`src/rtl/condicionador_botoes.sv`:
```
// condicionador_botoes: conditions the three raw stopwatch buttons
// (count, pause, stop) into debounced levels and one-cycle press pulses.
// Each channel: two-flop synchronizer, stability counter, press-edge pulse.
// Optional build macro CONDICIONADOR_EXCLUSIVO_EN: at most one pulse per
// cycle, priority para > pausa > conta; lower-priority pulses are dropped.
// Channel index: [0] = conta, [1] = pausa, [2] = para.
module condicionador_botoes #(
  parameter int unsigned estavel = 1000000,
  parameter int unsigned largura = 20
) (
  input  logic       clk,
  input  logic       reset,
  input  logic       key_conta,
  input  logic       key_pausa,
  input  logic       key_para,
  output logic       conta,
  output logic       pausa,
  output logic       para,
  output logic [2:0] pressionado
);

  localparam int unsigned        LIMITE_INT = estavel - 1;
  localparam logic [largura-1:0] LIMITE     = LIMITE_INT[largura-1:0];
  localparam logic [largura-1:0] UM         = {{(largura-1){1'b0}}, 1'b1};

  logic [2:0]              key_raw;
  logic [2:0]              s1_q, s1_d;
  logic [2:0]              s2_q, s2_d;
  logic [2:0]              est_q, est_d;
  logic [2:0]              pulso_q, pulso_d;
  logic [2:0][largura-1:0] cnt_q, cnt_d;
  logic [2:0]              flip_press;

  assign key_raw = {key_para, key_pausa, key_conta};

  // Synchronizer shift and per-channel stability counter / level update.
  always_comb begin
    s1_d       = key_raw;
    s2_d       = s1_q;
    est_d      = est_q;
    cnt_d      = cnt_q;
    flip_press = '0;
    for (int unsigned i = 0; i < 3; i++) begin
      if (s2_q[i] == est_q[i]) begin
        cnt_d[i] = '0;
      end else if (cnt_q[i] == LIMITE) begin
        est_d[i]      = s2_q[i];
        cnt_d[i]      = '0;
        // only a released->pressed flip (est 1 -> 0) is a press
        flip_press[i] = est_q[i];
      end else begin
        cnt_d[i] = cnt_q[i] + UM;
      end
    end
  end

  // Press pulses, optionally arbitrated down to a single command.
  always_comb begin
    pulso_d = flip_press;
`ifdef CONDICIONADOR_EXCLUSIVO_EN
    if (flip_press[2]) begin
      pulso_d = 3'b100;
    end else if (flip_press[1]) begin
      pulso_d = 3'b010;
    end
`endif
  end

  // State registers; everything returns to the released state on reset.
  always_ff @(posedge clk) begin
    if (reset) begin
      s1_q    <= '1;
      s2_q    <= '1;
      est_q   <= '1;
      cnt_q   <= '0;
      pulso_q <= '0;
    end else begin
      s1_q    <= s1_d;
      s2_q    <= s2_d;
      est_q   <= est_d;
      cnt_q   <= cnt_d;
      pulso_q <= pulso_d;
    end
  end

  assign conta       = pulso_q[0];
  assign pausa       = pulso_q[1];
  assign para        = pulso_q[2];
  assign pressionado = ~est_q;

endmodule
```
`config.mk`:
```
export PLATFORM = sky130hd
export DESIGN_NAME = condicionador_botoes
export DESIGN_NICKNAME = d
export VERILOG_FILES = /design/src/rtl/condicionador_botoes.sv
export SDC_FILE = /design/constraint.sdc
export NUM_CORES = 1
export LEC_CHECK = 0
export BUFFER_PORTS_ARGS = -buffer_cell sky130_fd_sc_hd__buf_2
export CAP_MARGIN = 25
export CORE_AREA = 2 2 92 94
export CTS_BUF_LIST = sky130_fd_sc_hd__clkbuf_8
export CTS_CLUSTER_SIZE = 30
export DETAILED_ROUTE_END_ITERATION = 16
export DIE_AREA = 0 0 94 96
export GPL_TIMING_DRIVEN = 1
export HOLD_SLACK_MARGIN = 0.1
export PLACE_DENSITY = 0.61
export SYNTH_ARGS = -nofsm -noshare
export SYNTH_HDL_FRONTEND = slang
export SYNTH_SLANG_ARGS = --single-unit
```
`constraint.sdc`:
```
create_clock -name clk -period 2.3 [get_ports clk]
set_input_delay 0.345 -clock clk [delete_from_list [all_inputs] [get_ports clk]]
set_output_delay 0.345 -clock clk [all_outputs]
set_load 0.005 [all_outputs]
```
Word-level counts from Yosys, hierarchy flattened
Index checks and enable logic that the tools add are counted.
{"block": "totals", "register_bits": 72, "input_bits": 5, "out_inout_bits": 6, "word_cells": 36}
{"block": "classes", "add_sub_neg": 3, "n_eq_ne": 6, "bitwise": 7, "n_reduce_logical": 9}
{"operator": "$add A20 B1 Y20 const B", "count": 3}
{"operator": "$eq A20 B20 Y1 const B", "count": 3}
{"operator": "$reduce_or A3 Y1", "count": 6}
{"operator": "$not A1 Y1", "count": 6}
{"operator": "$reduce_and A2 Y1", "count": 3}
{"operator": "$eq A1 B1 Y1", "count": 3}
{"operator": "$not A3 Y3", "count": 1}

Longest topological paths before layout
{"block": "depth", "depth_word": 3, "depth_mapped": 7, "ltp_nobuf": 5}

Worst setup path after synthesis
Ideal clock, no wire load.
{"block": "synth_timing", "path_kind": "reg-to-reg", "startpoint": "register cnt_q[40] in the netlist's numbering", "endpoint": "register cnt_q[47] in the netlist's numbering", "setup_time_ns": 0.128, "arrival_ns": 1.762, "t_required_ns": 2.172, "path_slack_ns": 0.410, "path_stages_with_launch": 8, "path_buffers": 2, "synth_period_minus_slack_ns": 1.890, "cell_sequence": "dfxtp_1 ha_1 and3_1 clkbuf_1 nand3_1 o21ai_1 clkbuf_1 nor2_1"}
{"block": "synth_via", "elab_chain_len": 2, "elab_cells_between_ends": 3, "cone_classes": "1 x add/sub; 1 x eq/ne; 1 x reduce/logical"}
{"item": "from (decl)", "line_no": "31", "rtl": "logic [2:0][largura-1:0] cnt_q, cnt_d;"}
{"item": "from (signal assigned)", "line_no": "81", "rtl": "cnt_q <= cnt_d;"}
{"item": "branches (longest 2 deep; another with $add A20 B1 Y20)"}
Parallel ways; which one is timed is not known.
A chain may end at the register's enable or synchronous reset.

Worst setup path after layout
{"block": "layout_timing", "startpoint": "register cnt_q[28] in the netlist's numbering", "endpoint": "register cnt_q[39] in the netlist's numbering"}
Same word-level chain as after synthesis.

==> summary.txt <==
Setup path
  • Worst Setup End Kind: register
  • Most used cell along the critical path: or4_1
  • R2r worst-path depth: 4
  • Family with the most delay on the worst path: simple AND/OR/NAND/NOR gates
  • RR Startpoint: cnt_q[28]
  • Worst Path Max Fanout: 8
  • Kind of critical path: register to register
  • Crit-path slowest cell: or4_1
  • Number of buffer and inverter stages on the critical path: 0
  • FF-to-FF End: cnt_q[39]
  • Startpoint types: register
  • Critical path depth: 4
  • Largest stage delay on the critical path: 630 ps
  • CP required: 2570 ps
  • WP data arrival: 2230 ps
  • Reg2reg setup slack: 340 ps
  • Cells along the critical path: nand4_1 -> or4_1 -> or4_1 -> a21oi_1

Clock tree
  • Clk_lat worst skew: 350 ps
  • Clock sink count: 72
  • Clk root buf: clkbuf_8
  • Number of CTS-inserted buffers: 9
  • Clock slew at reported path FFs: 80 ps
  • CTS tree: yes
  • Setup Buffers After CTS: 0
  • Clock buffer depth: 2
  • Post-cts sizing count: 0
  • Hold-fix buffers, CTS: 0
  • Htree depth: 3

Route
  • Vias: 2522
  • Highest metal used: met4
  • Wl on met1: 2910 um
  • DRC Markers: 0
  • Routed wl met3: 198 um
  • Drt first pass iters: 4
  • WL/cell: 12.2 um
  • DR iter-0 viols: 99
  • Antenna-violating nets left: 0
  • DRT Wirelength: 5940 um
  • Via density per instance: 5.20
  • Met2 wire length: 2710 um

Timing
  • Max Fclk: 510 MHz
  • Endpoints failing hold: 0
  • Rel. slew slack: 0.737
  • Worst-Margin Slew: 391 ps
  • Setup WS post-layout: 337 ps
  • Post-Route Setup TNS: 0 ps
  • Slew Limit Fails: 0
  • Final period util: 0.853
  • RSZ-0062 raised after global routing: no
  • Final min period: 1960 ps
  • Max Clock Skew: 16.1 ps
  • Endpoints failing setup: 0

Yosys
  • Synth Cell Area: 3150 um2
  • Synth Warn #: 0
  • Post-Syn Nets: 367
  • Syn_area_per_cell: 8.77 um2
  • Post-Syn Instances: 359
  • Register area share after synthesis: 0.458
  • Synth async-reset ratio: 0
  • Count of cell types in the netlist: 39
  • Seq cells post-synth: 72
  • Synth Flop Type: dfxtp_1
  • Number of flops mapped to enable cells by yosys: 0

Placed design
  • Final Wtd Congestion: 0.836
  • Pre-CTS setup slack: 378 ps
  • Final HPWL DP: 4130 um
  • I/O Buffers: 10

Min path
  • Worst Hold Path Cells: 2
  • Hold path start: key_conta
  • Worst hold-check path type: input pin to register
  • Worst min-delay path endpoint: s1_q[0]

Final layout
  • Fillers: 799
  • Layout cells sized above 1: 0.116
  • Most common cell after layout, fill and taps aside: dfxtp_1
  • Nets@finish: 383
  • ANT cells: 0
  • Area Overhead vs Synth: 13.5%
  • Most frequent cells in the layout: dfxtp_1 (72), nor2_1 (50), xnor2_1 (30), nand3_1 (27), nand2_1 (20)

Floorplan
  • Chip height: 96 um
  • Cell row count: 33
  • I/O Pins: 11
  • Die W: 94 um
  • Initial Util: 0.391
  • Core box area: 8050 um2
  • Die area: 9020 um2

GRT
  • GRT overflow: 0
  • Largest net degree at the start of global routing: 21
  • Initial antenna violation count: 0
  • Vias in the first global route: 2315
  • First-pass GRT wire length: 10400 um
  • GRT Overall Usage: 0.146

Pwr
  • Peak supply drop: 0.000308 V
  • Pleak: 1.08 nW
  • PwrDens: 698 nW/um2

Job
  • Number of max-cap violations: 0

Run status
  • Outcome: finished clean
-- final cells by class --
type,count,area [um2],area share
timing repair buffer,16,95.1,0.0266
clock buffer,10,138,0.0385
tap,105,131,0.0368
inverter,14,52.6,0.0147
multi-input combinational,262,1610,0.450
sequential,72,1440,0.404
clock inverter,6,108,0.0301
-- synthesized netlist by cell type, drive strengths merged (3+ instances only) --
cell type / count / area (um2)
or4b: 3 / 30.0
nor3: 6 / 30.0
and4: 3 / 26.3
buf: 5 / 25.0
nand3: 28 / 145
o31ai: 8 / 60.1
or3: 8 / 52.6
or4: 9 / 67.6
xnor2: 30 / 263
and3: 8 / 50.1
nor4: 16 / 106
ha: 3 / 37.5
xor2: 12 / 105
inv: 14 / 52.6
dfxtp: 72 / 1440
nor2: 50 / 188
o21ai: 8 / 40.0
a21oi: 16 / 80.1
nand2: 21 / 81.3
nand4: 12 / 75.1
clkbuf: 6 / 22.5
or2: 7 / 43.8
-- metrics by stage --
| stage | cell area, um2 | util | total power [mW] | std cells | hold WS, ps |
|---|---|---|---|---|---|
| 3_3_place_gp | 3330 | 0.413 | 1.31 | 469 | 395 |
| 4_1_cts | 3570 | 0.444 | 2.52 | 485 | 178 |
| 5_1_grt | 3570 | 0.444 | 2.59 | 485 | 160 |
| 6_report | 3570 | 0.444 | 2.49 | 485 | 192 |
| 2_1_floorplan | 3150 | - | 1.30 | 359 | 389 |
| 3_5_place_dp | 3330 | 0.413 | 1.31 | 469 | 399 |
-- per-layer routing --
layer  up-vias  global-route usage
met5         -                   0
met4         0              0.0761
met2        42               0.235
li1       1302                   -
met3        13              0.0384
met1      1165               0.181
-- sequential cells by signal (all words and copies together), names as in the netlist --
signal / flops
cnt_q: 60
est_q: 3
pulso_q: 3
s1_q: 3
s2_q: 3
-- worst max path at each step --
stage	from	end	slack, ps
final	cnt_q[28]	cnt_q[39]	340
after floorplan	cnt_q[40]	cnt_q[47]	410
after global routing	cnt_q[26]	cnt_q[39]	250
after CTS	cnt_q[28]	cnt_q[39]	350
after detailed placement	cnt_q[28]	cnt_q[39]	380
after global placement	cnt_q[26]	cnt_q[39]	440
-- power breakdown --
group | switching, mW | internal (mW) | leakage, nW
sequential | 0.00406 | 1.25 | 0.581
combinational | 0.0152 | 0.0106 | 0.370
clock | 0.463 | 0.747 | 0.128
total | 0.482 | 2.01 | 1.08
-- cell families after synthesis --
family | share of synthesized area
AOI/OAI and AO/OA | 0.0712
DFF | 0.458
and+or+nand+nor | 0.310
xor gates and xnor gates | 0.117
buffers and inverters | 0.0318
adders and majority gates | 0.0119
Power figures use the tool's default switching activity.
